$ cat src/rtl/pwm_pkg.sv
// Shared defaults, the per-channel rise/fall pair and the safe output level
// used by every multi_pwm_gen file.
package pwm_pkg;
    localparam int N_CH_DEF   = 4;
    localparam int W_DEF      = 7;
    localparam int DEAD_W_DEF = 4;
    // Storage width of a rise/fall pair; W must not exceed this.
    localparam int W_MAX      = 16;

    typedef struct packed {
        logic [W_MAX-1:0] rise;
        logic [W_MAX-1:0] fall;
    } chan_cfg_t;

    // Level every drive output takes while the generator is idle.
    localparam logic SAFE_LVL = 1'b0;
endpackage

$ cat src/rtl/multi_pwm_gen_if.sv
// Channel timing write port: strobe, channel select, rise/fall values and the
// pending flag returned by the generator.
interface multi_pwm_gen_if #(
    parameter int N_CH = 4,
    parameter int W    = 7
);
    localparam int CH_W = (N_CH > 1) ? $clog2(N_CH) : 1;

    logic            cfg_we;
    logic [CH_W-1:0] cfg_ch;
    logic [W-1:0]    cfg_rise;
    logic [W-1:0]    cfg_fall;
    logic            cfg_pending;

    modport master (output cfg_we, cfg_ch, cfg_rise, cfg_fall, input cfg_pending);
    modport slave  (input cfg_we, cfg_ch, cfg_rise, cfg_fall, output cfg_pending);
endinterface

$ cat src/rtl/pwm_channel.sv
// One PWM channel: rise/fall comparators, fall-dominant level register and
// dead-time counter gating the complementary outputs.
module pwm_channel
    import pwm_pkg::*;
#(
    parameter int W      = W_DEF,
    parameter int DEAD_W = DEAD_W_DEF
) (
    input  logic              clkCore,
    input  logic              reset_b,
    input  logic              run,     // counter advances on this edge
    input  logic              active,  // counter was running last edge
    input  logic [W-1:0]      cnt,
    input  logic [W-1:0]      period,
    input  logic [DEAD_W-1:0] dead,
    input  chan_cfg_t         cfg,
    output logic              pwm,
    output logic              pwm_b
);
    logic              lvl_q, lvl_d;
    logic [DEAD_W-1:0] dc_q, dc_d;
    logic              rise_hit, fall_hit, gate;

    // Next level and dead-time count; values at or beyond the period never match.
    always_comb begin
        rise_hit = (W_MAX'(cnt) == cfg.rise) && (cfg.rise < W_MAX'(period));
        fall_hit = (W_MAX'(cnt) == cfg.fall) && (cfg.fall < W_MAX'(period));
        lvl_d = lvl_q;
        if (!run)          lvl_d = 1'b0;
        else if (fall_hit) lvl_d = 1'b0;
        else if (rise_hit) lvl_d = 1'b1;
        dc_d = dc_q;
        // Restart the gap on any level change and on the first running cycle.
        if (!run || !active || (lvl_d != lvl_q)) dc_d = '0;
        else if (dc_q < dead)                     dc_d = dc_q + DEAD_W'(1);
    end

    // Level and dead-time counter registers.
    always_ff @(posedge clkCore or negedge reset_b) begin
        if (!reset_b) begin
            lvl_q <= 1'b0;
            dc_q  <= '0;
        end else begin
            lvl_q <= lvl_d;
            dc_q  <= dc_d;
        end
    end

    // Gated complementary drive; both low while idle.
    always_comb begin
        gate  = (dc_q >= dead);
        pwm   = active ? (lvl_q & gate)  : SAFE_LVL;
        pwm_b = active ? (~lvl_q & gate) : SAFE_LVL;
    end
endmodule

$ cat src/rtl/multi_pwm_gen.sv
// N-channel PWM generator: shared period counter, staged channel timing that
// commits only at the period boundary (or whenever idle), per-channel drivers.
module multi_pwm_gen
    import pwm_pkg::*;
#(
    parameter int N_CH   = N_CH_DEF,
    parameter int W      = W_DEF,
    parameter int DEAD_W = DEAD_W_DEF
) (
    input  logic              clkCore,
    input  logic              reset_b,
    input  logic              en,
    input  logic [W-1:0]      period_val,
    input  logic [DEAD_W-1:0] dead_val,
    multi_pwm_gen_if.slave    cfg,
    output logic              frame_start,
    output logic [W-1:0]      cnt,
    output logic [N_CH-1:0]   pwm,
    output logic [N_CH-1:0]   pwm_b
);
    logic [W-1:0]      cnt_q, cnt_d, period_q, period_d;
    logic [DEAD_W-1:0] dead_q, dead_d;
    logic              fs_q, fs_d, run_q, pending_q, pending_d;
    chan_cfg_t         act_q [N_CH];
    chan_cfg_t         act_d [N_CH];
    chan_cfg_t         stg_q [N_CH];
    chan_cfg_t         stg_d [N_CH];
    logic              run, wrap, commit, wr_ok;

    // Counter, commit decision and write decode.
    always_comb begin
        run       = en && (period_q != '0);
        wrap      = run && (cnt_q == period_q - W'(1));
        commit    = wrap || !run;
        cnt_d     = (run && !wrap) ? cnt_q + W'(1) : '0;
        fs_d      = wrap;
        wr_ok     = cfg.cfg_we && (32'(cfg.cfg_ch) < N_CH);
        // Commit copies the pre-edge staging, so a write on this edge waits.
        act_d     = commit ? stg_q : act_q;
        period_d  = commit ? period_val : period_q;
        dead_d    = commit ? dead_val : dead_q;
        stg_d     = stg_q;
        if (wr_ok) stg_d[cfg.cfg_ch] = '{rise: W_MAX'(cfg.cfg_rise), fall: W_MAX'(cfg.cfg_fall)};
        pending_d = wr_ok ? 1'b1 : (commit ? 1'b0 : pending_q);
    end

    // Counter, committed and staged configuration registers.
    always_ff @(posedge clkCore or negedge reset_b) begin
        if (!reset_b) begin
            cnt_q     <= '0;
            period_q  <= '0;
            dead_q    <= '0;
            fs_q      <= 1'b0;
            run_q     <= 1'b0;
            pending_q <= 1'b0;
            act_q     <= '{default: '0};
            stg_q     <= '{default: '0};
        end else begin
            cnt_q     <= cnt_d;
            period_q  <= period_d;
            dead_q    <= dead_d;
            fs_q      <= fs_d;
            run_q     <= run;
            pending_q <= pending_d;
            act_q     <= act_d;
            stg_q     <= stg_d;
        end
    end

    assign cnt             = cnt_q;
    assign frame_start     = fs_q;
    assign cfg.cfg_pending = pending_q;

    for (genvar g = 0; g < N_CH; g++) begin : g_ch
        pwm_channel #(.W(W), .DEAD_W(DEAD_W)) u_ch (
            .clkCore (clkCore),
            .reset_b (reset_b),
            .run     (run),
            .active  (run_q),
            .cnt     (cnt_q),
            .period  (period_q),
            .dead    (dead_q),
            .cfg     (act_q[g]),
            .pwm     (pwm[g]),
            .pwm_b   (pwm_b[g])
        );
    end
endmodule

$ cat src/flat_wrapper.sv
// flat-port wrapper written by rule: the top's interface ports become plain ports
module multi_pwm_gen_flat import pwm_pkg::*;
#(
    parameter int N_CH   = N_CH_DEF,
    parameter int W      = W_DEF,
    parameter int DEAD_W = DEAD_W_DEF
)
  (clkCore, reset_b, en, period_val, dead_val, frame_start, cnt, pwm, pwm_b, cfg_cfg_we, cfg_cfg_ch, cfg_cfg_rise, cfg_cfg_fall, cfg_cfg_pending);
  multi_pwm_gen_if #(.N_CH(N_CH), .W(W)) cfg_i ();
  input  logic clkCore;
  input  logic reset_b;
  input  logic en;
  input  logic [W-1:0] period_val;
  input  logic [DEAD_W-1:0] dead_val;
  output logic frame_start;
  output logic [W-1:0] cnt;
  output logic [N_CH-1:0] pwm;
  output logic [N_CH-1:0] pwm_b;
  input wire logic [$bits(cfg_i.cfg_we)-1:0] cfg_cfg_we;
  input wire logic [$bits(cfg_i.cfg_ch)-1:0] cfg_cfg_ch;
  input wire logic [$bits(cfg_i.cfg_rise)-1:0] cfg_cfg_rise;
  input wire logic [$bits(cfg_i.cfg_fall)-1:0] cfg_cfg_fall;
  output wire logic [$bits(cfg_i.cfg_pending)-1:0] cfg_cfg_pending;
  assign cfg_i.cfg_we = cfg_cfg_we;
  assign cfg_i.cfg_ch = cfg_cfg_ch;
  assign cfg_i.cfg_rise = cfg_cfg_rise;
  assign cfg_i.cfg_fall = cfg_cfg_fall;
  assign cfg_cfg_pending = cfg_i.cfg_pending;
  multi_pwm_gen #(.N_CH(N_CH), .W(W), .DEAD_W(DEAD_W)) u_core (.clkCore(clkCore), .reset_b(reset_b), .en(en), .period_val(period_val), .dead_val(dead_val), .cfg(cfg_i), .frame_start(frame_start), .cnt(cnt), .pwm(pwm), .pwm_b(pwm_b));
endmodule
$ cat config.mk
export PLATFORM = sky130hd
export DESIGN_NAME = multi_pwm_gen_flat
export DESIGN_NICKNAME = d
export VERILOG_FILES = /design/src/rtl/pwm_pkg.sv /design/src/rtl/multi_pwm_gen_if.sv /design/src/rtl/pwm_channel.sv /design/src/rtl/multi_pwm_gen.sv /design/src/flat_wrapper.sv
export SDC_FILE = /design/constraint.sdc
export NUM_CORES = 1
export LEC_CHECK = 0
export ABC_AREA = 1
export BUFFER_PORTS_ARGS = -buffer_cell sky130_fd_sc_hd__buf_4
export CAP_MARGIN = 20
export CELL_PAD_IN_SITES_DETAIL_PLACEMENT = 0
export CELL_PAD_IN_SITES_GLOBAL_PLACEMENT = 2
export CORE_MARGIN = 1
export CORE_UTILIZATION = 37
export DETAILED_ROUTE_END_ITERATION = 10
export GPL_TIMING_DRIVEN = 0
export HOLD_SLACK_MARGIN = 0.03
export PLACE_DENSITY = 0.8
export SLEW_MARGIN = 20
export SYNTH_ARGS = -nofsm -noshare
export SYNTH_HDL_FRONTEND = slang
export SYNTH_SLANG_ARGS = --single-unit
$ cat constraint.sdc
create_clock -name clkCore -period 2.6 [get_ports clkCore]
set_input_delay 0.52 -clock clkCore [delete_from_list [all_inputs] [get_ports clkCore]]
set_output_delay 0.52 -clock clkCore [all_outputs]
set_load 0.01 [all_outputs]
Word level (Yosys, flattened, before mapping):

Cells that the tools add are included.

* multiplexer cells: 34
* bitwise operators: 13
* eq/ne operators: 13
* reductions and logical operators: 27
* order comparisons: 18
* $add $sub $neg: 6

Operator list (count)
* bitwise mux 128 bit: 1
* == test 7 x 16 -> 1 bit: 8
* less-than comparator 16 x 7 -> 1 bit: 8
* demux 32 bit (select 2 bit): 1
* 2-to-1 mux 32 bit: 1
* 2-to-1 mux 4 bit: 8
* 2-to-1 mux 1 bit: 22
* adder 4 x 1 -> 4 bit, second input constant: 4
* >= comparator 4 bit: 4
* less-than comparator 4 bit: 4
* logical AND 1 bit: 12
* nonzero test 2 bit: 5
* AND 1 bit: 8
* adder 7 x 1 -> 7 bit, second input constant: 1
* == test 7 bit: 1
* 2-to-1 mux 7 bit: 1
* nonzero test 7 bit: 1
* subtractor 7 x 1 -> 7 bit, second input constant: 1
* logical OR 1 bit: 6
* inequality test 1 bit: 4
* NOT 1 bit: 4
* >= comparator 3 bit, second input constant: 1
* logical NOT 1 bit: 3
* less-than comparator 3 x 1 -> 1 bit, second input constant: 1
* NOT 2 -> 3 bit: 1

* output and inout port bits: 17
* register bits after elaboration: 297

Longest topological paths before layout:

* word-level depth: 8
* depth in mapped cells: 13
* gate-level depth less buffers: 12

Modules after synthesis:

From an unflattened synthesis, not the netlist that was laid out.

* cell total of the unflattened synthesis: 1345
* area, all modules: 9650.5 um^2

By module, submodules not included
* multi_pwm_gen: cells an instance 613, area each 5441.5 um^2, times used 1, sequential area each 3328.2 um^2
* pwm_channel: cells an instance 183, area each 1052.3 um^2, times used 4, sequential area each 125.1 um^2

Least setup slack after synthesis:

OpenSTA, ideal clock, no wires.

* path type: reg2out
* from: register u_core.dead_q[1]
* to: output port pwm_b[2]
* cell stages (with the launch flop): 12
* arrival time: 1.584 ns
* buffers on the path: 1
* slack: 0.496 ns
* data required time: 2.080 ns
* path through: dfrtp_1 > inv_1 > ha_1 > inv_1 > nor2_1 > o21ai_0 > nand2_1 > a21oi_1 > nand2_1 > nand2_1 > nor2_1 > buf_4

* word-level cells in the longest chain between the ends: 3

Ends and longest elaborated chain
* start, declared: RTL line multi_pwm_gen.sv:22 `logic [DEAD_W-1:0] dead_q, dead_d;`
* start signal, assigned: RTL line multi_pwm_gen.sv:52 `dead_q <= '0;`
* start signal, assigned: RTL line multi_pwm_gen.sv:61 `dead_q <= dead_d;`
* >= comparator 4 bit: RTL line pwm_channel.sv:51 `gate = (dc_q >= dead);`
* AND 1 bit: RTL line pwm_channel.sv:53 `pwm_b = active ? (~lvl_q & gate) : SAFE_LVL;`
* 2-to-1 mux 1 bit: RTL line pwm_channel.sv:53
* end, declared: RTL line flat_wrapper.sv:18 `output logic [N_CH-1:0] pwm_b;`

No other way between the ends.

Final worst setup path:

* from: register u_core.dead_q[3]
* to: output port pwm_b[0]

Same word-level chain as after synthesis.

==> out/qor.csv <==
metric,value,unit
crit path DAT,2.01,ns
average wire per standard cell,17.2,um
Placement Rows,56,
layout cell share with drive strength beyond 1,0.128,
CTS tree,yes,
largest net degree at the start of global routing,93,
CP bufs+invs,4,
status,"finished, final reports clean",
RSZ-0062 raised after global routing,yes,
"IR drop worst, VDD",0.358,mV
root buffer cell,clkbuf_16,
Post-Route WL,27200,um
worst hold path class,in2reg,
fin cells,1579,
setup_tns,0,ns
most frequent cells in the layout,"399 x nand2_1, 152 x dfrtp_1, 113 x inv_1",
CP required,2.08,ns
headroom to the max-slew limit,0.512,
Slew @ Worst Pin,0.732,ns
met2 WL,12300,um
synth unique cells,31,
P per Cell Area,731,mW/mm2
CTS Buf Count,17,
Worst path slowest cell,dfrtp_2,
Setup crit start kind,register,
vias in the first global route,7395,
DR WL met3,729,um
clock transition at the registers of the reported paths,0.07,ns
DP Worst Slack,-0.413,ns
drc violations,0,
GP Congestion,0.817,
Pwr Total,7.73,mW
final setup violation count,0,
Clock Sinks,153,
Nets,1349,
Leak Pwr,5.65,nW
crit-path cells,"inv_4, ha_1, nand2_1, inv_1, o21ai_1, nand2_1, o21ai_2, nor2_1, buf_4, buf_4",
Mapped Area,0.00892,mm2
Period minus WS final,2.53,ns
final setup margin,0.0701,ns
ant diodes,0,
overall routing resource usage,0.236,
"leading cell type in the layout, fill and taps excluded",nand2_1,
chip width,157,um
clk_lat worst skew,0.43,ns
Util after Layout,0.449,
IO buf count,46,
vias,7571,
#FFs+latches synth,153,
Synth Instances,1164,
die area,0.0247,mm2
"Slew Viols, Final",0,
syn nets,1265,
sequential element share of the synthesized area,0.429,
Max Freq,395,MHz
Top delay family on crit path,flip-flops,
Die Y,157,um
critical path class,reg2out,
Met1 Routed Length,13800,um
Synth warnings,0,
Initial Util,0.379,
vias per inst,4.79,
crit-path max cell delay,0.45,ns
Area growth syn-to-layout,18.4,%
clk buf depth,2,
Core Box Area,0.0235,mm2
# IOs,48,
H-tree levels,4,
"Avg Cell Area, Syn",7.67,um2
Final Cycle Share,0.973,
Crit Path Max Fanout,4,
antenna violations before repair,0,
top routing layer used,met4,
grt ovf,0,
MaxCap Viol Count,0,
skew final,0.0157,ns
Final Hold Fails,0,
placed instance count,1530,
first-pass iteration count of the detailed router,5,
crit end category,output pin,
iteration-0 DRC count of the detailed router,566,
Post-DRT Antenna Nets,0,
first-pass GRT wire length,42900,um
dpl hpwl,19900,um
[cell families after synthesis]
kind of cell               synth area share
AOI/OAI and AO/OA                    0.0694
buffers and inverters                0.0854
DFF                                   0.429
adders and majority gates            0.0982
xor gates and xnor gates             0.0353
and+or+nand+nor                       0.283
[what timing repair did]
action | CTS | global route
setup buffers | 7 | 12
pin swaps | 7 | 11
setup endpoints to repair | 100 | 32
hold buffers | 1 | 0
hold endpoints to repair | 2 | 0
gates resized for setup | 17 | 15
[routing by layer]
metal | vias to the layer above | GRT usage
li1 | 3863 | -
met1 | 3551 | 0.333
met2 | 137 | 0.384
met3 | 20 | 0.0275
met4 | 0 | 0.0564
met5 | - | 0
[final cells by class]
cell class	count	area [um2]
Timing Repair Buffer	67	541
Multi-Input combinational cell	837	4420
Clock inverter	14	181
Inverter	124	480
Tap cell	319	399
Buffer	48	283
Sequential cell	153	3830
Fill cell	2481	13000
Clock buffer	17	425
[sequential cells by signal, summed over array words and instances, names as in the netlist]
signal,cells
u_core.g_ch.u_ch.lvl_q,4
u_core.frame_start,1
u_core.run_q,1
u_core.period_q,7
u_core.g_ch.u_ch.dc_q,16
u_core.cfg.cfg_pending,1
u_core.dead_q,4
u_core.stg_q,56
u_core.act_q,56
u_core.cnt,7
[power breakdown]
part / switching, mW / internal [mW] / total [mW] / leakage, nW
clock network: 1.17 / 1.46 / 2.63 / 0.295
registers: 0.400 / 2.74 / 3.14 / 1.95
logic: 1.15 / 0.810 / 1.96 / 3.41
total: 2.72 / 5.01 / 7.73 / 5.65
[synthesized netlist by cell type (all sizes together)]
cell    instances  area [um2]
a211oi          1        7.51
a21boi          2        15.0
a21o            4        30.0
a21oi          23         115
and3            5        31.3
buf            38         252
clkbuf         12        45.0
clkinv          1        3.75
dfrtp         153        3830
ha             70         876
inv           123         462
nand2         402        1520
nand3          96         485
nand3b          5        37.5
nand4          13        87.6
nor2           92         348
o21ai          82         422
o21bai          4        30.0
or2             2        12.5
xnor2          16         140
xor2           20         175
[worst reg2reg max path, delay by kind of cell, from the launching register on]
family | cells | cell delay (ns)
buffers and inverters | 3 | 0.45
XOR/XNOR | 1 | 0.19
AND/OR/NAND/NOR | 7 | 0.93
flip-flops | 1 | 0.53
adder cells (fa/ha/maj) | 1 | 0.24
[path summary, 6_finish.rpt]
kind	slack [ns]	from	depth (start not counted)	to
min reg2reg	0.47	u_core.stg_q[117]	2	u_core.act_q[117]
min	0.28	period_val[6]	3	u_core.period_q[6]
max reg2reg	0.16	u_core.period_q[0]	12	u_core.act_q[4]
max	0.07	u_core.dead_q[3]	10	pwm_b[0]
max in group asynchronous	1.16	reset_b	3	u_core.act_q[3]
min in group asynchronous	0.59	reset_b	2	u_core.g_ch[1].u_ch.dc_q[3]
[per-stage QoR]
step	cell area, um2	hold WS [ns]
CTS	10400	0.275
floorplan	8920	0.224
finish	10600	0.284
detailed placement	9700	0.456
global route	10600	0.275
global placement	9670	0.455
Power figures use the tool's default switching activity.
